<file path="src/rtl/bp_io_cce_sched.sv">
// bp_io_cce_sched: shares one uncached I/O command channel among num_req_p
// requesters and routes I/O responses back to the requester that issued them.
//   req_i/req_v_i/req_yumi_o : per-requester command sources (slice i = requester i)
//   io_cmd_*                 : one-entry registered command stage, valid/ready
//   io_resp_*                : response input, consumed when the target is ready
//   resp_o/resp_v_o          : response broadcast plus one-hot valid
//   resp_ready_i             : per-requester response ready
//   credit_empty_o           : requester has nothing outstanding
//   err_o                    : sticky; credit underflow or bad response source

// Per-requester outstanding-command counter.
module bp_io_cce_sched_credit #(
  parameter int max_outstanding_p = 4,
  parameter int cnt_width_p       = 3
) (
  input  logic clk_i,
  input  logic reset_i,
  input  logic inc_i,
  input  logic dec_i,
  output logic eligible_o,
  output logic empty_o,
  output logic underflow_o
);
  localparam logic [cnt_width_p-1:0] MaxCnt = cnt_width_p'(max_outstanding_p);

  logic [cnt_width_p-1:0] cnt_q, cnt_d;

  // A grant and a response in the same cycle cancel. A response with no
  // credit in flight saturates at zero and is reported as an underflow.
  always_comb begin
    cnt_d = cnt_q;
    if (inc_i && !dec_i)                        cnt_d = cnt_q + 1'b1;
    else if (dec_i && !inc_i && cnt_q != '0)    cnt_d = cnt_q - 1'b1;
  end

  always_ff @(posedge clk_i or posedge reset_i)
    if (reset_i) cnt_q <= '0;
    else         cnt_q <= cnt_d;

  assign eligible_o  = (cnt_q < MaxCnt);
  assign empty_o     = (cnt_q == '0);
  assign underflow_o = dec_i & ~inc_i & (cnt_q == '0);
endmodule

module bp_io_cce_sched #(
  parameter int num_req_p         = 4,
  parameter int msg_width_p       = 128,
  parameter int max_outstanding_p = 4,
  parameter int req_id_width_p    = 2,
  parameter int cnt_width_p       = 3
) (
  input  logic                             clk_i,
  input  logic                             reset_i,
  input  logic [num_req_p*msg_width_p-1:0] req_i,
  input  logic [num_req_p-1:0]             req_v_i,
  output logic [num_req_p-1:0]             req_yumi_o,
  output logic [msg_width_p-1:0]           io_cmd_o,
  output logic [req_id_width_p-1:0]        io_cmd_src_o,
  output logic                             io_cmd_v_o,
  input  logic                             io_cmd_ready_i,
  input  logic [msg_width_p-1:0]           io_resp_i,
  input  logic [req_id_width_p-1:0]        io_resp_src_i,
  input  logic                             io_resp_v_i,
  output logic                             io_resp_yumi_o,
  output logic [msg_width_p-1:0]           resp_o,
  output logic [num_req_p-1:0]             resp_v_o,
  input  logic [num_req_p-1:0]             resp_ready_i,
  output logic [num_req_p-1:0]             credit_empty_o,
  output logic                             err_o
);
  typedef enum logic {ST_EMPTY, ST_FULL} stage_e;

  stage_e                      state_q, state_d;
  logic [msg_width_p-1:0]      cmd_q, cmd_d;
  logic [req_id_width_p-1:0]   src_q, src_d;
  logic [req_id_width_p-1:0]   rr_q, rr_d;
  logic                        err_q, err_d;

  logic [num_req_p-1:0] elig, credit_ok, dec, underflow;
  logic [req_id_width_p-1:0] win;
  logic found, grant, src_ok;

  genvar g;
  for (g = 0; g < num_req_p; g++) begin : g_req
    bp_io_cce_sched_credit #(
      .max_outstanding_p(max_outstanding_p),
      .cnt_width_p      (cnt_width_p)
    ) u_credit (
      .clk_i      (clk_i),
      .reset_i    (reset_i),
      .inc_i      (req_yumi_o[g]),
      .dec_i      (dec[g]),
      .eligible_o (credit_ok[g]),
      .empty_o    (credit_empty_o[g]),
      .underflow_o(underflow[g])
    );
    assign elig[g]       = req_v_i[g] & credit_ok[g];
    assign req_yumi_o[g] = grant && (win == req_id_width_p'(g));
    assign resp_v_o[g]   = io_resp_v_i && src_ok && (io_resp_src_i == req_id_width_p'(g));
    assign dec[g]        = resp_v_o[g] & resp_ready_i[g];
  end

  // Round-robin: first eligible requester at or after rr_q, wrapping.
  always_comb begin
    logic [req_id_width_p-1:0] idx;
    found = 1'b0;
    win   = '0;
    idx   = '0;
    for (int k = 0; k < num_req_p; k++) begin
      idx = req_id_width_p'((int'(rr_q) + k) % num_req_p);
      if (!found && elig[idx]) begin
        found = 1'b1;
        win   = idx;
      end
    end
  end

  // A full stage that drains this cycle can be refilled in the same cycle.
  assign grant = found && (state_q == ST_EMPTY || io_cmd_ready_i) && !reset_i;

  always_comb begin
    state_d = state_q;
    cmd_d   = cmd_q;
    src_d   = src_q;
    rr_d    = rr_q;
    if (grant) begin
      state_d = ST_FULL;
      cmd_d   = req_i[win*msg_width_p +: msg_width_p];
      src_d   = win;
      rr_d    = (win == req_id_width_p'(num_req_p - 1)) ? '0 : win + 1'b1;
    end else if (state_q == ST_FULL && io_cmd_ready_i) begin
      state_d = ST_EMPTY;
    end
  end

  assign src_ok = (32'(io_resp_src_i) < 32'(num_req_p));
  assign err_d  = err_q | (|underflow) | (io_resp_v_i & ~src_ok);

  always_ff @(posedge clk_i or posedge reset_i)
    if (reset_i) begin
      state_q <= ST_EMPTY;
      cmd_q   <= '0;
      src_q   <= '0;
      rr_q    <= '0;
      err_q   <= 1'b0;
    end else begin
      state_q <= state_d;
      cmd_q   <= cmd_d;
      src_q   <= src_d;
      rr_q    <= rr_d;
      err_q   <= err_d;
    end

  assign io_cmd_v_o     = (state_q == ST_FULL);
  assign io_cmd_o       = cmd_q;
  assign io_cmd_src_o   = src_q;
  assign io_resp_yumi_o = |dec;
  assign resp_o         = io_resp_i;
  assign err_o          = err_q;
endmodule
</file>
<file path="config.mk">
export PLATFORM = sky130hd
export DESIGN_NAME = bp_io_cce_sched
export DESIGN_NICKNAME = d
export VERILOG_FILES = /design/src/rtl/bp_io_cce_sched.sv
export SDC_FILE = /design/constraint.sdc
export NUM_CORES = 1
export LEC_CHECK = 0
export ABC_CLOCK_PERIOD_IN_PS = 5570
export CORE_AREA = 2 2 362 364
export DETAILED_ROUTE_END_ITERATION = 16
export DIE_AREA = 0 0 364 366
export PLACE_DENSITY = 0.3
export SLEW_MARGIN = 40
export SYNTH_ARGS = -nofsm -noshare
export SYNTH_HDL_FRONTEND = slang
export SYNTH_SLANG_ARGS = --single-unit
</file>
<file path="constraint.sdc">
create_clock -name clk_i -period 5.57 [get_ports clk_i]
set_input_delay 0.8355 -clock clk_i [delete_from_list [all_inputs] [get_ports clk_i]]
set_output_delay 0.8355 -clock clk_i [all_outputs]
set_load 0.005 [all_outputs]
</file>
==> results.txt, run 1 <==
- Result of the run: complete, no violations
* Clock net sink count: 146
- Starting density of the core: 0.0748
- Setup Buffers After CTS: 0
* Maximum resistive drop on vdd: ~0.00025 V
- Area fraction in and, or, nand and nor cells after synthesis: 0.0869
- The post-synthesis compound-gate area fraction was 0.222.
- Actual transition at the worst max-transition pin: 799 ps
- Detailed routing inserted a total of between 10000 and 15000 vias.
- Final Cycle Share: 0.769
- Post-CTS repair changed the size of 0 cells.
- First-pass GRT wire length: just under 90000 microns
* CTS Root Buffer Type: clkbuf_16
- RSZ-0062 raised after global routing: false
- Critical-path cell list: clkdlybuf4s50_1, nand2b_1, o21ai_0, nand3_1, inv_6, ha_1, and2_1, clkdlybuf4s50_1
* Clock tree skew after final layout: 13.8 ps
- The worst hold path belongs to the class register to register.
- Detailed-router iteration count before antenna repair: 6
- The H-tree was split into 4 levels.
* Mean cell area of the mapped netlist: 9.71 sq um
- In the final layout, the share of cells above drive strength 1 is 0.0899.
* Routed wire length per instance: 20.5 microns
- For this block, the initial DRC count from the detailed router was 817.
- Max-cap violations in this run came to 0.
- After global routing the overflow that remains totals 0.
* Required @ worst endpoint: 4730 ps
* Final hold viol count: 0
- Global Route Usage Sum: 0.0973
* Mean number of vias per cell: 3.13
- Synth async-reset ratio: 1.00
- Library cells used by synthesis: 51
- Buffers inserted to repair hold after CTS numbered 0.
* Antenna violations before repair: 13
- Clock latency on the worst-skew pair: 500 ps
* Buffers on Ports: 670
- Setup violations remaining at the end of the flow were counted as 0.
- Final-layout setup total negative slack: 0 ps
- The number of nets handed over by synthesis was 1652.
* Adder-Cell Fraction of Synth Area: 0.00960
- Critical Path AT: 3450 ps
* Clock period minus final worst setup slack: 4280 ps
- Maximum root-to-sink buffer count: 2
- Max frequency: around 230 MHz
- The number of buffers and inverters on the critical path is 3.
- The core region is 0.129 sq mm.
- Number of max-slew violations in the final report: 0
- Counting flops with a built-in enable in the synthesized netlist gives 0.
- Dividing total power by cell area gives a power density of 432 mW/mm^2.
- Clock tree from TritonCTS: yes
- Counting stages on the worst path, the most repeated cell is clkdlybuf4s50_1.
- Fin nets: ~2100
- Vertical die dimension: 366 microns
- The analysis attributes to cell leakage a power of 6.40 nW.
- The critical path is of the input port to output port type.
- Layout overhead on the synthesized area: 86.8%
- The cell count after synthesis came out at just under 1000.
* Delay-heaviest family, CP: buffers and inverters
* Maximum fanout count along the critical path: 25
- Synth warn: 0
- Dominant combinational cell family by area after synthesis: compound AO/OA/AOI/OAI gates
- In this run the count of I/O pins placed on the die edge is approximately 930.
- Slowest CP cell: clkdlybuf4s50_1
- Of the synthesized area, sequential elements account for 0.379.
* Die Span X: 364 microns
- Pin count of the biggest net entering global routing: slightly above 90
- Area enclosed by the die boundary: 0.133 sq mm
- #FFs+latches synth: 146
* Clock-pin slew of the registers on the worst-case setup and hold paths: ~80 ps
- The setup check on the worst reg-to-reg path leaves a slack of 2380 ps.
- Wire length after detailed routing: approximately 66000 microns
- The number of global-route vias before repair came to 10900.
- Mux share of post-synthesis cell area: 0.155
* Stage delay of the slowest cell on the critical path: 570 ps
- Num CTS Buffers: 17
- The floorplan has 132 rows.
* Routability-driven placement congestion ratio: 0.794
* Relative slew margins: 0.463
- Post-synth design cell area: 0.00965 sq mm
- Antenna Nets Post-Route: 0
* Total power: roughly 7.8 mW
- Synth Area in XOR/XNOR: 0.00272
- Worst Setup End Kind: output port
* DRC errors left: 0
* Category of the worst setup path launch point: input port
- DP HPWL: 53100 microns
- In the synthesized netlist the dominant register cell turns out to be dfrtp_1.
## area by class of cell
cell class	count	area, sq um
fill	14600	111000
timing repair buffer	689	6910
multi-input combinational	618	4630
sequential	146	3650
tap	1742	2180
clock buffer	21	450
clock inverter	11	155
inverter	6	32.5
antenna	3	7.51
## metal layers
metal	share of wire	vias up	wire (microns)	GRT usage
met3	0.087	86	5770	0.0360
met2	0.49	500	32600	0.166
met1	0.39	4923	26100	0.110
met5	0.00020	-	13	0
met4	0.028	2	1860	0.0353
li1	-	4617	-	-
## registers in the layout, summed over array words and instances, names as in the netlist
register,count
err_o,1
g_req.u_credit.cnt_q,12
rr_q,2
io_cmd_src_o,2
io_cmd_o,128
io_cmd_v_o,1
## per-stage QoR
step                      setup slack, ps  std cells  utilization  hold WS, ps  instance area (sq um)
final                                1290       3236        0.140          478                  18000
after global routing                 1150       3235        0.140          509                  18000
after CTS                            1210       3232        0.139          486                  18000
after detailed placement             1220       3200        0.135          469                  17400
after global placement               1120       3200        0.135          464                  17400
after floorplan                       812        993            -          470                   9650
## report_power, final
group	leakage, nW	total, mW	internal [mW]	switching [mW]
sequential	1.81	1.91	1.56	0.352
combinational	4.29	4.56	2.24	2.33
clock	0.292	1.32	0.721	0.596
total	6.40	7.79	4.51	3.28
## cells in the mapped netlist (all sizes together), types with 3 or more instances
library cell | n | area, sq um
a211o | 4 | 35.0
nor2b | 6 | 42.5
dfrtp | 146 | 3650
clkbuf | 64 | 240
o21bai | 3 | 22.5
o21ai | 133 | 666
mux2 | 132 | 1490
nand2b | 3 | 18.8
nor3b | 4 | 30.0
a21oi | 5 | 25.0
inv | 6 | 22.5
nand2 | 144 | 541
a222oi | 128 | 1280
buf | 159 | 1140
nor3 | 8 | 45.0
and2 | 4 | 25.0
fa | 4 | 80.1
nand3 | 5 | 25.0
nor2 | 6 | 22.5
## cell usage in the layout (no fill, tap or decap), types with 4 or more instances in the layout
| master | count |
|---|---|
| mux2_1 | 56 |
| a21oi_1 | 5 |
| clkdlybuf4s50_1 | 670 |
| o21ai_1 | 56 |
| mux2_2 | 76 |
| buf_6 | 4 |
| buf_4 | 11 |
| inv_1 | 4 |
| clkbuf_16 | 17 |
| a211o_1 | 4 |
| nand2_1 | 144 |
| nand3_1 | 5 |
| nor2b_1 | 4 |
| o21ai_0 | 77 |
| nor2_1 | 6 |
| clkinv_4 | 5 |
| a222oi_1 | 128 |
| dfrtp_1 | 146 |
| and2_1 | 4 |
| nor3_1 | 7 |
| fa_1 | 4 |
| buf_12 | 4 |
| nor3b_1 | 4 |
## final timing paths
path                            endpoint                  startpoint  cells after the start
hold reg to reg             io_cmd_o[91]                io_cmd_o[91]                      2
setup / recovery           req_yumi_o[3]                  req_v_i[3]                      8
max in group asynchronous   io_cmd_o[93]                     reset_i                      3
hold / removal              io_cmd_o[91]                io_cmd_o[91]                      2
min in group asynchronous  io_cmd_o[109]                     reset_i                      2
setup reg to reg            io_cmd_o[28]  g_req[2].u_credit.cnt_q[2]                      8
## cell families (layout without fill, tap and decap cells)
logic type / after synthesis / after routing
other: 0 / 3
xor gates and xnor gates: 3 / 3
and+or+nand+nor: 191 / 191
adders and majority gates: 5 / 5
AOI/OAI and AO/OA: 286 / 286
DFF: 146 / 146
buffers and inverters: 229 / 727
muxes: 133 / 133
## tightest hold or removal path: cells and delay by family (launching register included)
kind,cells,cell delay (ps)
compound gates,1,60
simple gates,1,40
flops,1,340
Power figures use the tool's default switching activity.
==> inputs of run 2 (changes only) <==
Settings changed: ABC_CLOCK_PERIOD_IN_PS 5570 to 3830, CORE_AREA 2 2 362 364 to 2 2 359 361, DIE_AREA 0 0 364 366 to 0 0 361 363, PLACE_DENSITY 0.3 to 0.31.
Clock period 5.57 ns to 3.83 ns, I/O delays scaled along.
==> results.txt, run 2 (synthesis results as in run 1) <==
- Critical path endpoint: req_yumi_o[3] (unchanged)
* Setup violations, final: 0 (unchanged)
- Maximum resistive drop on vdd: 0.000406 V (was 0.000251 V)
* Ratio of cells with drive above 1 in the final layout: 0.0985 (was 0.0899)
* Setup Buffers After CTS: 0 (unchanged)
- RSZ-0062 raised after global routing: false (unchanged)
- Global Route Usage Sum: 0.102 (was 0.0973)
* Critical-path cell list: clkdlybuf4s50_1, nor3b_1, a311oi_1, nor3_4, ha_1, and2_1, clkdlybuf4s50_1 (was clkdlybuf4s50_1, nand2b_1, o21ai_0, nand3_1, inv_6, ha_1, and2_1, clkdlybuf4s50_1)
* Starting density of the core: 0.0759 (was 0.0748)
- The post-layout net count is 2149 (was 2137).
- Commonest non-fill, non-tap cells in the layout: clkdlybuf4s50_1, dfrtp_1, nand2_1 (unchanged)
* Routability-driven placement congestion ratio: 0.814 (was 0.794)
- Clock tree from TritonCTS: yes (unchanged)
* Final Cycle Share: 0.939
- DRC errors left: 0 (unchanged)
* Post-route cell area: 0.0181 sq mm (was 0.0180 sq mm)
- First-pass GRT wire length: 92500 microns (was 89300 microns)
* Result of the run: complete, no violations (unchanged)
* Core Rows: 131 (was 132)
* Clock net sink count: 146 (unchanged)
- Placement-stage cell area: 0.0175 sq mm (was 0.0174 sq mm)
- Number of max-cap violations: 0 (unchanged)
- The class of the tightest hold or removal check is input port to async pin (was register to register).
- 1st-iter DRT viols: 865 (was 817)
- The number of buffers inserted for hold repair after clock tree synthesis came to 0 (unchanged).
- Vertical die dimension: 363 microns (was 366 microns)
* Area enclosed by the die boundary: 0.131 sq mm (was 0.133 sq mm)
- The most common library cell in the layout ignoring fill and taps was clkdlybuf4s50_1 (unchanged).
- The post-detailed-routing wire length is 68100 microns (was 66400 microns).
- The nature of the critical path startpoint is an input port (unchanged).
- The category of the worst setup path capture point is an output port (unchanged).
- Buffers on Ports: 670 (unchanged)
- Worst setup path startpoint: req_v_i[2] (was req_v_i[3])
- The core footprint is 0.127 sq mm (was 0.129 sq mm).
- Multi-input gate area in the final layout: 0.00463 sq mm (unchanged)
- Sequential fraction of design power: 0.244 (was 0.245)
* Global-route congestion overflow total: 0 (unchanged)
- Clock period minus final worst setup slack: 3600 ps
- The classification of the worst setup path was input port to output port (unchanged).
- Num CTS Buffers: 17 (unchanged)
- The count of cells along the worst register-to-register path came to 9 (was 8).
* DP HPWL: 54400 microns (was 53100 microns)
- The power per cell area came to 636 mW/mm^2 (was 432 mW/mm^2).
- Combinational share of power: 0.592 (was 0.586)
- The worst-path maximum fanout was 7 (was 25).
- The number of vias per cell after detailed routing was 3.26 (was 3.13).
- Relative slew margins: 0.496 (was 0.463)
- The setup slack of the most critical reg-to-reg path is 680 ps (was 2380 ps).
- The clock root buffer master is clkbuf_16 (unchanged).
* Required @ worst endpoint: 3260 ps (was 4730 ps)
* Clock-pin slew of the registers on the worst-case setup and hold paths: 80 ps (about the same)
- Routed wire length per instance: 21.5 microns (was 20.5 microns)
* Gates resized, CTS repair: 0 (unchanged)
- The capture instance of the worst register-to-register path is io_cmd_o[10] (was io_cmd_o[28]).
- The worst clock skew came to 20.8 ps (was 13.8 ps).
* Number of levels the H-tree was split into: 4 (unchanged)
* Leakage power summed over all cells: 6.48 nW (was 6.40 nW)
- Slowest CP cell: clkdlybuf4s50_1 (unchanged)
- The largest net degree at the start of global routing came to 131 (was 91).
- Antenna violations before repair: 18 (was 13)
* Reg2reg start: g_req[2].u_credit.cnt_q[2] (unchanged)
* Stage delay of the slowest cell on the critical path: 570 ps (about the same)
* Sequential cell area: 0.00365 sq mm (unchanged)
- Final-layout setup total negative slack: 0 ps (unchanged)
- Vias in the first global route: 11000 (was 10900)
- Die Span X: 361 microns (was 364 microns)
- Clock latency on the worst-skew pair: 530 ps (was 500 ps)
- Fraction of power spent switching nets: 0.415 (was 0.420)
- Filler instances: 14300 (was 14600)
* Max reg flops: 128 (unchanged)
* Cell repeated most along the worst path: clkdlybuf4s50_1 (unchanged)
* Clock power frac: 0.164 (was 0.169)
* Cell-internal power: 6.75 mW (was 4.51 mW)
- The data arrival time of the critical path is 3020 ps (was 3450 ps).
* Maximum root-to-sink buffer count: 2 (unchanged)
* Vias post-DR: 10400 (was 10100)
- Max frequency: 278 MHz
- The synthesis-to-finish area growth came to 87.9% (was 86.8%).
- The final antenna-violating net count is 0 (unchanged).
- Actual transition at the worst max-transition pin: 756 ps (was 799 ps)
* Number of max-slew violations in the final report: 0 (unchanged)
- The final hold violation count came to 0 (unchanged).
- The first-pass detailed-route iteration total is 6 (unchanged).
- Top-Level Pins: 927 (unchanged)
- Net switching power: 4.79 mW (was 3.28 mW)
## run 2: cell count changes in the layout (fill, tap and decap cells not counted), sizes merged
| cell | before | now |
|---|---|---|
| clkbuf | 21 | 18 |
| clkinv | 6 | 4 |
| buf | 19 | 31 |
| clkinvlp | 1 | 5 |
| inv | 7 | 8 |
| diode | 3 | 6 |
## run 2: worst min path at each step
stage                                 endpoint  slack [ps]  cells after the start
floorplan                      io_cmd_src_o[1]         470                      2
global placement                  io_cmd_o[77]         460                      2
detailed placement                io_cmd_o[89]         470                      2
CTS                                    rr_q[1]         390                      2
global route        g_req[2].u_credit.cnt_q[2]         470                      2
finish              g_req[2].u_credit.cnt_q[2]         470                      2
## run 2: routing by layer
metal | routed length, microns | up-vias | GRT usage
met5 | 23 | - | 0
met1 | 28300 | 5033 | 0.121
li1 | - | 4647 | -
met4 | 1560 | 4 | 0.0330
met3 | 5530 | 86 | 0.0375
met2 | 32700 | 583 | 0.169
## run 2: critical path, delay by kind of cell
| kind | cells | cell delay (ps) |
|---|---|---|
| adders and majority gates | 1 | 320 |
| and+or+nand+nor | 3 | 920 |
| AOI/OAI and AO/OA | 1 | 140 |
| buffers and inverters | 2 | 1060 |
## run 2: power groups by stage
stage / Combinational [mW] / Clock, mW / Sequential (mW)
after global placement: 7.02 / 0 / 2.83
after global routing: 7.47 / 2.08 / 2.93
final: 6.83 / 1.89 / 2.81
after detailed placement: 7.03 / 0 / 2.85
after floorplan: 3.28 / 0 / 2.73
after CTS: 7.06 / 2.05 / 2.84
## run 2: layout make-up
cell class / instances / area share
timing repair buffer: 701 / 0.392
inverter: 6 / 0.00173
clock buffer: 18 / 0.0237
multi-input combinational: 618 / 0.255
tap: 1662 / 0.115
antenna: 6 / 0.000828
sequential: 146 / 0.202
clock inverter: 14 / 0.00994
## run 2: through the flow
stage / total power, mW / hold slack (ps) / util / cells / setup WS, ps
floorplan: 6.01 / 470 / - / 993 / 872
global placement: 9.86 / 465 / 0.138 / 3133 / 173
detailed placement: 9.88 / 469 / 0.138 / 3133 / 68.5
CTS: 12.0 / 394 / 0.143 / 3165 / 197
global route: 12.5 / 465 / 0.143 / 3166 / 68.7
finish: 11.5 / 472 / 0.143 / 3171 / 233
==> inputs of run 3 (changes only) <==
Settings changed: ABC_CLOCK_PERIOD_IN_PS 3830 to 2900.
Clock period 3.83 ns to 2.9 ns, I/O delays scaled along.
==> results.txt, run 3 (synthesis results as in run 1) <==
- 1st-iter DRT viols: 847 (was 865)
- The class of the tightest hold or removal check is input port to async pin (unchanged).
* Clock-pin slew of the registers on the worst-case setup and hold paths: 70 ps (was 80 ps)
- Number of cells in the finished layout apart from fillers: 3237 (was 3171)
- Number of max-slew violations in the final report: 0 (unchanged)
- Leading cell type in the layout, fill and taps excluded: clkdlybuf4s50_1 (unchanged)
* Final Cycle Share: 0.999
- The routability congestion estimate is 0.812 (was 0.814).
* Global Route Usage Sum: 0.102 (about the same)
* Clock latency on the worst-skew pair: 520 ps (was 530 ps)
- Commonest non-fill, non-tap cells in the layout: clkdlybuf4s50_1, nand2_1, dfrtp_1 (was clkdlybuf4s50_1, dfrtp_1, nand2_1)
* Maximum resistive drop on vdd: 0.000787 V (was 0.000406 V)
* Wire length after detailed routing: 69300 microns (was 68100 microns)
* Clock tree skew after final layout: 17.0 ps (was 20.8 ps)
- The number of DRC violations after detailed routing came to 0 (unchanged).
* Required @ worst endpoint: 3300 ps (was 3260 ps)
* Setup violations, final: 0 (unchanged)
- The total number of vias is 10600 (was 10400).
- Core footprint: 0.127 sq mm (unchanged)
* Core Rows: 131 (unchanged)
* Final hold viol count: 0 (unchanged)
* Fin nets: 2219 (was 2149)
- The worst-path maximum fanout is 8 (was 7).
- Maximum root-to-sink buffer count: 2 (unchanged)
- Critical Path AT: 3300 ps (was 3020 ps)
* Result of the run: complete, no violations (unchanged)
* Num CTS Buffers: 17 (unchanged)
* Mean number of vias per cell: 3.28 (was 3.26)
- Worst Setup End Kind: register (was output port)
* RSZ-0062 raised after global routing: true (was false)
- The floorplan die area came to 0.131 sq mm (unchanged).
* Clock net sink count: 146 (unchanged)
- Global-route congestion overflow total: 0 (unchanged)
* Antenna violations before repair: 24 (was 18)
* Layout overhead on the synthesized area: 95.8% (was 87.9%)
- Final critical-path setup slack: 2.58 ps (was 233 ps)
* Clock period minus final worst setup slack: slightly below 3000 ps
* Detailed-router iteration count before antenna repair: 9 (was 6)
- Pre-CTS worst setup slack: -422 ps (was 68.5 ps)
- Starting density of the core: 0.0759 (unchanged)
* DP HPWL: 55600 microns (was 54400 microns)
- Max frequency: roughly 350 MHz
* Number of max-cap violations: 0 (unchanged)
- The CTS tree is yes (unchanged).
* Number of levels the H-tree was split into: 4 (unchanged)
- Category of the worst setup path launch point: register (was input port)
* Leakage power summed over all cells: 6.94 nW (was 6.48 nW)
- The final antenna-violating net count came to 0 (unchanged).
- Actual transition at the worst max-transition pin: 789 ps (was 756 ps)
* Cell count after placement: 3191 (was 3133)
* Worst-case reg-to-reg path depth: 10 (was 9)
* Buffers on Ports: 670 (unchanged)
- Die Span X: 361 microns (unchanged)
* Class of the most critical setup path: register to register (was input port to output port)
- Relative slew margins: 0.474 (was 0.496)
- The clock root buffer master was clkbuf_16 (unchanged).
- Top-Level Pins: 927 (unchanged)
- First-pass GRT wire length: 92600 microns (was 92500 microns)
- Areal power density over the cells: 864 mW/mm^2 (was 636 mW/mm^2)
- Ratio of cells with drive above 1 in the final layout: 0.150 (was 0.0985)
- Pin count of the biggest net entering global routing: 68 (was 131)
* Max reg flops: 128 (unchanged)
- Final-layout setup total negative slack: 0 ps (unchanged)
- Routed wire length per instance: 21.4 microns (was 21.5 microns)
- The number of global-route vias before repair came to 11300 (was 11000).
* Vertical die dimension: 363 microns (unchanged)
-- run 3: changes by cell type in the layout (fill, tap and decap cells not counted), sizes merged, moves of 3 or more --
cell,previous run,this run
diode,6,2
buf,31,100
clkinvlp,5,1
clkbuf,18,25
inv,8,5
-- run 3: timing repair --
| item | 4_1_cts | 5_1_grt |
|---|---|---|
| gates cloned | 0 | 1 |
| endpoints found under the setup margin | 5 | 16 |
| pin swaps | 6 | 7 |
| resized for setup | 27 | 17 |
| buffers inserted | 9 | 2 |
| hold buffers | 0 | 0 |
| hold endpoints to repair | 0 | 0 |
-- run 3: final timing paths --
| kind | start | to | slack [ps] |
|---|---|---|---|
| min reg2reg | io_cmd_o[90] | io_cmd_o[90] | 480 |
| max reg2reg | g_req[0].u_credit.cnt_q[2] | io_cmd_o[10] | 3 |
| min in group clk_i | io_cmd_o[90] | io_cmd_o[90] | 480 |
| max | g_req[0].u_credit.cnt_q[2] | io_cmd_o[10] | 3 |
| min | reset_i | io_cmd_o[124] | 400 |
| max in group asynchronous | reset_i | rr_q[0] | 1780 |
-- run 3: power breakdown --
part           internal [mW]  total, mW  switching (mW)
Clock                   1.62       2.69            1.07
Combinational           5.15       9.96            4.81
Sequential              3.00       3.68           0.677
-- run 3: worst max-delay path, cell delays in order (launching register included) --
cell      delay (ps)
dfrtp_2          450
buf_6            140
nand3b_1         170
a311oi_2         320
nor3_4           110
buf_8            150
buf_8            150
mux2_4           300
a222oi_1         700
buf_4            230
o21ai_1           50
-- run 3: metal layers --
layer / vias up / wire length (microns) / global-route usage
met5: - / 45 / 0
met4: 8 / 1810 / 0.0391
met3: 101 / 5910 / 0.0375
met2: 587 / 33500 / 0.173
met1: 5159 / 28100 / 0.117
li1: 4774 / - / -
-- run 3: layout make-up --
type,instances,area [sq um]
Antenna cell,2,5.00
Clock buffer,24,492
Clock inverter,8,173
Fill cell,14300,108000
Inverter,6,31.3
Multi-Input combinational cell,618,4720
Sequential cell,146,3660
Tap cell,1662,2080
Timing Repair Buffer,771,7720
-- run 3: through the flow --
stage               power [mW]  hold WS [ps]   util  cell area [sq um]
floorplan                 7.93           470      -               9650
global placement          13.4           465  0.141              18000
detailed placement        13.5           470  0.141              18000
CTS                       16.6           340  0.148              18800
global route              17.6           404  0.149              18900
finish                    16.3           405  0.149              18900
